### src/rtl/alu_pkg.sv
// rtl/alu_pkg.sv - op-code constants and FSM state encoding for multicycle_alu
package alu_pkg;

  localparam logic [3:0] OP_AND  = 4'b0000;
  localparam logic [3:0] OP_OR   = 4'b0001;
  localparam logic [3:0] OP_ADD  = 4'b0010;
  localparam logic [3:0] OP_XOR  = 4'b0011;
  localparam logic [3:0] OP_SUB  = 4'b0110;
  localparam logic [3:0] OP_SLT  = 4'b0111;
  localparam logic [3:0] OP_SLTU = 4'b1000;
  localparam logic [3:0] OP_SLL  = 4'b1001;
  localparam logic [3:0] OP_SRL  = 4'b1010;
  localparam logic [3:0] OP_SRA  = 4'b1011;
  localparam logic [3:0] OP_NOR  = 4'b1100;
  localparam logic [3:0] OP_MUL  = 4'b1101;

  typedef enum logic [1:0] {
    ST_IDLE     = 2'd0,
    ST_MUL_BUSY = 2'd1,
    ST_DONE     = 2'd2
  } state_e;

endpackage

### src/rtl/alu_seq_mul.sv
// rtl/alu_seq_mul.sv - unsigned shift-add multiplier, one multiplier bit per cycle
module alu_seq_mul #(
  parameter int WIDTH = 32
) (
  input  logic             clk,
  input  logic             rst_n,
  input  logic             start,
  input  logic [WIDTH-1:0] a,
  input  logic [WIDTH-1:0] b,
  output logic             done,
  output logic [WIDTH-1:0] product_hi,
  output logic [WIDTH-1:0] product_lo
);

  localparam int CNT_W = $clog2(WIDTH);
  localparam logic [CNT_W-1:0] LAST = CNT_W'(WIDTH - 1);

  logic             busy_q, busy_d;
  logic [CNT_W-1:0] cnt_q, cnt_d;
  logic [WIDTH-1:0] mcand_q, mcand_d;
  logic [WIDTH-1:0] hi_q, hi_d;
  logic [WIDTH-1:0] lo_q, lo_d;
  logic [WIDTH:0]   sum;
  logic [WIDTH-1:0] step_hi;
  logic [WIDTH-1:0] step_lo;

  // lo_q starts as the multiplier and fills with product bits as it shifts out
  always_comb begin
    sum        = {1'b0, hi_q} + (lo_q[0] ? {1'b0, mcand_q} : '0);
    step_hi    = sum[WIDTH:1];
    step_lo    = {sum[0], lo_q[WIDTH-1:1]};
    done       = busy_q && (cnt_q == LAST);
    product_hi = step_hi;
    product_lo = step_lo;

    busy_d  = busy_q;
    cnt_d   = cnt_q;
    mcand_d = mcand_q;
    hi_d    = hi_q;
    lo_d    = lo_q;
    if (start) begin
      busy_d  = 1'b1;
      cnt_d   = '0;
      mcand_d = a;
      hi_d    = '0;
      lo_d    = b;
    end else if (busy_q) begin
      hi_d  = step_hi;
      lo_d  = step_lo;
      cnt_d = cnt_q + 1'b1;
      if (done) begin
        busy_d = 1'b0;
        cnt_d  = '0;
      end
    end
  end

  always_ff @(posedge clk or negedge rst_n) begin
    if (!rst_n) begin
      busy_q  <= 1'b0;
      cnt_q   <= '0;
      mcand_q <= '0;
      hi_q    <= '0;
      lo_q    <= '0;
    end else begin
      busy_q  <= busy_d;
      cnt_q   <= cnt_d;
      mcand_q <= mcand_d;
      hi_q    <= hi_d;
      lo_q    <= lo_d;
    end
  end

endmodule

### src/rtl/multicycle_alu.sv
// rtl/multicycle_alu.sv - valid/ready ALU: single-cycle ops plus iterative unsigned MUL
module multicycle_alu
  import alu_pkg::*;
#(
  parameter int WIDTH   = 32,
  parameter int SHAMT_W = $clog2(WIDTH)
) (
  input  logic             CLK,
  input  logic             RST_N,
  input  logic             in_valid,
  output logic             in_ready,
  input  logic [WIDTH-1:0] A,
  input  logic [WIDTH-1:0] B,
  input  logic [3:0]       op,
  output logic             out_valid,
  input  logic             out_ready,
  output logic [WIDTH-1:0] result,
  output logic [WIDTH-1:0] result_hi,
  output logic             zero,
  output logic             cout,
  output logic             overflow,
  output logic             illegal
);

  state_e           state_q, state_d;
  logic [WIDTH-1:0] result_q, result_d;
  logic [WIDTH-1:0] result_hi_q, result_hi_d;
  logic             zero_q, zero_d;
  logic             cout_q, cout_d;
  logic             ovf_q, ovf_d;
  logic             ill_q, ill_d;

  logic             accept, is_mul, is_sub;
  logic [WIDTH-1:0] b_add;
  logic [WIDTH:0]   sum_ext;
  logic             add_cout, add_ovf;
  logic [SHAMT_W-1:0] shamt;
  logic [WIDTH-1:0] alu_res;
  logic             alu_cout, alu_ovf, alu_ill;
  logic             mul_done;
  logic [WIDTH-1:0] mul_hi, mul_lo;

  assign in_ready  = (state_q == ST_IDLE) || ((state_q == ST_DONE) && out_ready);
  assign out_valid = (state_q == ST_DONE);
  assign accept    = in_valid && in_ready;
  assign is_mul    = (op == OP_MUL);

  alu_seq_mul #(.WIDTH(WIDTH)) u_mul (
    .clk        (CLK),
    .rst_n      (RST_N),
    .start      (accept && is_mul),
    .a          (A),
    .b          (B),
    .done       (mul_done),
    .product_hi (mul_hi),
    .product_lo (mul_lo)
  );

  // SUB, SLT and SLTU all share the A + ~B + 1 datapath
  always_comb begin
    is_sub   = (op == OP_SUB) || (op == OP_SLT) || (op == OP_SLTU);
    b_add    = is_sub ? ~B : B;
    sum_ext  = {1'b0, A} + {1'b0, b_add} + {{WIDTH{1'b0}}, is_sub};
    add_cout = sum_ext[WIDTH];
    add_ovf  = (A[WIDTH-1] ^ b_add[WIDTH-1] ^ sum_ext[WIDTH-1]) ^ add_cout;
    shamt    = B[SHAMT_W-1:0];

    alu_res  = '0;
    alu_cout = 1'b0;
    alu_ovf  = 1'b0;
    alu_ill  = 1'b0;
    case (op)
      OP_AND: alu_res = A & B;
      OP_OR:  alu_res = A | B;
      OP_XOR: alu_res = A ^ B;
      OP_NOR: alu_res = ~(A | B);
      OP_ADD, OP_SUB: begin
        alu_res  = sum_ext[WIDTH-1:0];
        alu_cout = add_cout;
        alu_ovf  = add_ovf;
      end
      OP_SLT: begin
        alu_res[0] = add_ovf ^ sum_ext[WIDTH-1];
        alu_cout   = add_cout;
        alu_ovf    = add_ovf;
      end
      OP_SLTU: begin
        alu_res[0] = ~add_cout;
        alu_cout   = add_cout;
        alu_ovf    = add_ovf;
      end
      OP_SLL: alu_res = A << shamt;
      OP_SRL: alu_res = A >> shamt;
      OP_SRA: alu_res = $unsigned($signed(A) >>> shamt);
      OP_MUL: alu_res = '0;
      default: alu_ill = 1'b1;
    endcase
  end

  always_comb begin
    state_d     = state_q;
    result_d    = result_q;
    result_hi_d = result_hi_q;
    zero_d      = zero_q;
    cout_d      = cout_q;
    ovf_d       = ovf_q;
    ill_d       = ill_q;

    if (accept) begin
      state_d = is_mul ? ST_MUL_BUSY : ST_DONE;
    end else begin
      case (state_q)
        ST_MUL_BUSY: if (mul_done) state_d = ST_DONE;
        ST_DONE:     if (out_ready) state_d = ST_IDLE;
        default:     state_d = state_q;
      endcase
    end

    // result registers only change when a new result lands, so they hold while stalled
    if (accept && !is_mul) begin
      result_d    = alu_res;
      result_hi_d = '0;
      zero_d      = (alu_res == '0);
      cout_d      = alu_cout;
      ovf_d       = alu_ovf;
      ill_d       = alu_ill;
    end else if (mul_done) begin
      result_d    = mul_lo;
      result_hi_d = mul_hi;
      zero_d      = (mul_lo == '0);
      cout_d      = 1'b0;
      ovf_d       = 1'b0;
      ill_d       = 1'b0;
    end
  end

  always_ff @(posedge CLK or negedge RST_N) begin
    if (!RST_N) begin
      state_q     <= ST_IDLE;
      result_q    <= '0;
      result_hi_q <= '0;
      zero_q      <= 1'b0;
      cout_q      <= 1'b0;
      ovf_q       <= 1'b0;
      ill_q       <= 1'b0;
    end else begin
      state_q     <= state_d;
      result_q    <= result_d;
      result_hi_q <= result_hi_d;
      zero_q      <= zero_d;
      cout_q      <= cout_d;
      ovf_q       <= ovf_d;
      ill_q       <= ill_d;
    end
  end

  assign result    = result_q;
  assign result_hi = result_hi_q;
  assign zero      = zero_q;
  assign cout      = cout_q;
  assign overflow  = ovf_q;
  assign illegal   = ill_q;

endmodule

### config.mk
export PLATFORM = sky130hd
export DESIGN_NAME = multicycle_alu
export DESIGN_NICKNAME = d
export VERILOG_FILES = /design/src/rtl/alu_pkg.sv /design/src/rtl/alu_seq_mul.sv /design/src/rtl/multicycle_alu.sv
export SDC_FILE = /design/constraint.sdc
export NUM_CORES = 1
export LEC_CHECK = 0
export CAP_MARGIN = 20
export CELL_PAD_IN_SITES_DETAIL_PLACEMENT = 1
export CELL_PAD_IN_SITES_GLOBAL_PLACEMENT = 1
export CORE_MARGIN = 2
export CORE_UTILIZATION = 35
export CTS_BUF_LIST = sky130_fd_sc_hd__clkbuf_4 sky130_fd_sc_hd__clkbuf_8
export DETAILED_ROUTE_END_ITERATION = 10
export MAX_ROUTING_LAYER = met4
export PLACE_DENSITY_LB_ADDON = 0.1
export SYNTH_ARGS = -nofsm -noshare
export SYNTH_HDL_FRONTEND = slang
export SYNTH_SLANG_ARGS = --single-unit
export TNS_END_PERCENT = 5
### constraint.sdc
create_clock -name CLK -period 3.5 [get_ports CLK]
set_clock_uncertainty 0.2 [all_clocks]
set_input_delay 0.35 -clock CLK [delete_from_list [all_inputs] [get_ports CLK]]
set_output_delay 0.35 -clock CLK [all_outputs]
set_load 0.03 [all_outputs]
==> qor.yml <==
synth:
  synth_cells: 2206
  synth_seq_cells: 172
  ys_seq_area_frac: 0.241
  syn_area_mm2: 0.0178
  yosys_warnings: 0
  syn_nets: 2411
  ys_types: 84
  avgSynthCellArea_um2: 8.09
  synth_area_leaders: "dfrtp_1 (24%), ha_1 (9.2%), mux2i_1 (6.1%)"
  synth_area_leader_cell: "dfrtp_1"
  async_flop_share: 1.00
  synth_top_area_frac: 0.241
  synth-edff-count: 0
  ys.flop_type: "dfrtp_1"
worst_setup_path:
  path_buf_inv: 5
  path_class: "in -> reg"
  slowest_stage: "or4b_4"
  critPathMaxStageDelay_ns: 0.50
  critPathMaxFanout: 5
  worst-endpoint-required_ns: 3.75
  critical_path.top_delay_family: "simple AND/OR/NAND/NOR gates"
  path_common_cell: "buf_4"
  crit_chain: "buf_2, buf_4, nand3b_1, and2_4, xnor2_1, ha_1, a21oi_1, a21oi_1, buf_4, o32ai_1, xor2_1, buf_4, o221ai_1, a211oi_2, buf_4, or4b_4, nor4_4, nand4_1, o21ai_1"
  cp-start-kind: "primary input"
  endpoint_kind: "flip-flop"
  cp.arrival_ns: 4.63
timing:
  fmaxAchievable_mhz: 228
  fin_crit_ns: 4.38
  setup_viol: 34
  rsz0062_at_grt: "true"
  hold_violations: 0
  tightest_slew_ns: 0.992
  max_slew_margin: 0.339
  finalCritPeriodShare: 1.25
  finalMaxSlewViolations: 0
  setup_ws_ns: -0.883
outcome:
  violations: "negative setup slack"
  outcome: "finished with violations"
floorplanning:
  start_util: 0.355
  core_mm2: 0.0503
  dieArea_mm2: 0.0528
  fp-row-count: 82
  top_level_ports: 142
  die_x_um: 230
  die_y_um: 230
clock_network:
  h-tree-depth: 4
  clock_path_buffers: 2
  root_buffer: "clkbuf_8"
  clkSinkCount: 172
  clock_latency_ns: 0.51
  cts_tree: "built"
  cts_made_buffers: 17
  cts.clk_slew.worst_paths_ns: 0.12
placed_design:
  post-dp-hpwl_mm: 84.9
  gp_congestion: 1.08
  postPlaceCellArea_mm2: 0.0248
  dp.cells: 3525
  io_buffers: 141
detailed_routing:
  vias: 21800
  drt-total-wl_mm: 105
  routedWlPerCell_um: 29.3
  firstDrtPassIters: 5
  via_per_inst: 6.07
  drc_errors: 0
  ant_nets: 0
  drt-initial-drc-count: 2031
power:
  ir_worst_vdd_mv: 0.223
  p_leak_nw: 11.9
  powerDensity_mw_per_mm2: 257
global_routing:
  antenna_found_initial: 4
  track_usage: 0.399
  grt_max_degree: 87
  grt_overflow: 0
  grt_pass1_vias: 22300
  grt_pass1_wl_mm: 152
final_layout:
  finalNonFillerCells: 3596
  drive_gt1_frac: 0.334
  post-route-cell-area_mm2: 0.0264
  area_delta_synth_final_pct: 47.8
  final_nets: 3113
flow_run:
  drv_cap: 0
hold_path:
  hp-class: "in -> async"
## layout make-up
type	count	area [µm²]
inverters	84	315
well taps	672	841
multi-input cells	1795	13500
flip-flops and latches	172	4310
clock buffers	17	234
fillers	6000	23900
repair buffers	838	6990
diodes	4	10.0
clock inverters	14	170
## path summary, 6_finish.rpt
| check | to | startpoint | cells after the start | slack, ns |
|---|---|---|---|---|
| worst min-delay path | result_hi[8] | RST_N | 2 | 0.24 |
| max in group asynchronous | result[14] | RST_N | 3 | 2.02 |
| worst max-delay path | zero | op[3] | 19 | -0.88 |
| worst max register to register | result_hi[30] | u_mul.lo_q[0] | 14 | -0.47 |
| worst min register to register | u_mul.mcand_q[12] | u_mul.mcand_q[12] | 2 | 0.28 |
| min in group CLK | u_mul.mcand_q[12] | u_mul.mcand_q[12] | 2 | 0.28 |
## sequential cells by signal, indices dropped and copies added (netlist names)
name           count
cout               1
illegal            1
overflow           1
result            32
result_hi         32
state_q            2
u_mul.busy_q       1
u_mul.cnt_q        5
u_mul.hi_q        32
u_mul.lo_q        32
u_mul.mcand_q     32
zero               1
## cells by family after synthesis
family | synth area share
buffers and inverters | 0.0532
xor gates and xnor gates | 0.0329
DFF | 0.241
muxes | 0.142
AOI/OAI and AO/OA | 0.233
adders and majority gates | 0.0941
and+or+nand+nor | 0.204
## synth_stat cells, types with 21 or more instances
library cell and instances:
nand2_1 265, nor2_1 216, a21oi_1 175, dfrtp_1 172, ha_1 131, o21ai_0 111
mux2i_1 108, clkbuf_1 104, inv_1 82, xnor2_1 54, a211oi_1 45, and2_1 42
mux2_2 42, mux4_2 41, nand3_1 39, nor3_1 37, a21o_1 35, a31oi_1 33
and3_1 31, buf_2 27, a22oi_1 25, o211ai_1 25, buf_1 22, nand4_1 21
## routing by layer
layer / track usage / vias to the layer above / part of all wire / wire, µm
met3: 0.0647 / 200 / 0.074 / 7840
met1: 0.506 / 11100 / 0.42 / 44100
met5: - / - / 0 / 0
met4: 0.146 / 0 / 0.043 / 4560
met2: 0.642 / 967 / 0.46 / 48800
li1: - / 9510 / - / -
## per-stage QoR
| step | power, mW | hold WS (ns) | TNS [ns] | setup slack (ns) | util |
|---|---|---|---|---|---|
| 2_1_floorplan | 3.19 | -0.146 | -6.93 | -0.818 | - |
| 3_3_place_gp | 4.85 | 0.239 | -47.17 | -2.11 | 0.493 |
| 3_5_place_dp | 4.90 | 0.248 | -47.68 | -2.20 | 0.493 |
| 4_1_cts | 6.51 | 0.262 | -9.38 | -0.960 | 0.509 |
| 5_1_grt | 6.99 | 0.311 | -16.48 | -0.992 | 0.525 |
| 6_report | 6.79 | 0.245 | -10.76 | -0.883 | 0.525 |
## where the power goes
| group | switching [mW] | total, mW | internal, mW |
|---|---|---|---|
| logic | 1.84 | 3.33 | 1.49 |
| registers | 0 | 1.99 | 1.99 |
| clock network | 0.872 | 1.47 | 0.602 |
| total | 2.71 | 6.79 | 4.08 |
## cells in the final DEF (no fill, tap or decap), types with 18 or more instances in the layout
cell type,Yosys,final
a211oi_1,45,29
a21o_1,35,35
a21oi_1,175,158
a22oi_1,25,25
a31oi_1,33,29
and2_1,42,39
and3_1,31,31
buf_12,0,22
buf_4,2,658
buf_6,1,18
clkbuf_8,0,18
clkdlybuf4s50_1,0,132
dfrtp_1,172,170
ha_1,131,125
inv_1,82,82
mux2_2,42,41
mux2i_1,108,105
mux4_2,41,41
nand2_1,265,261
nand2b_1,18,18
nand3_1,39,34
nand4_1,21,21
nor2_1,216,209
nor3_1,37,34
o211ai_1,25,25
o21ai_0,111,96
o22ai_1,19,19
xnor2_1,54,46
## repair_timing
item                       4_1_cts  5_1_grt
buffers inserted                12       22
hold endpoints to repair        83        0
pin swaps                       38       48
cloned                           1        1
resized for setup               96      109
hold buffers                     1        0
setup endpoints to repair       65       65
(Power assumes the default switching activity.)
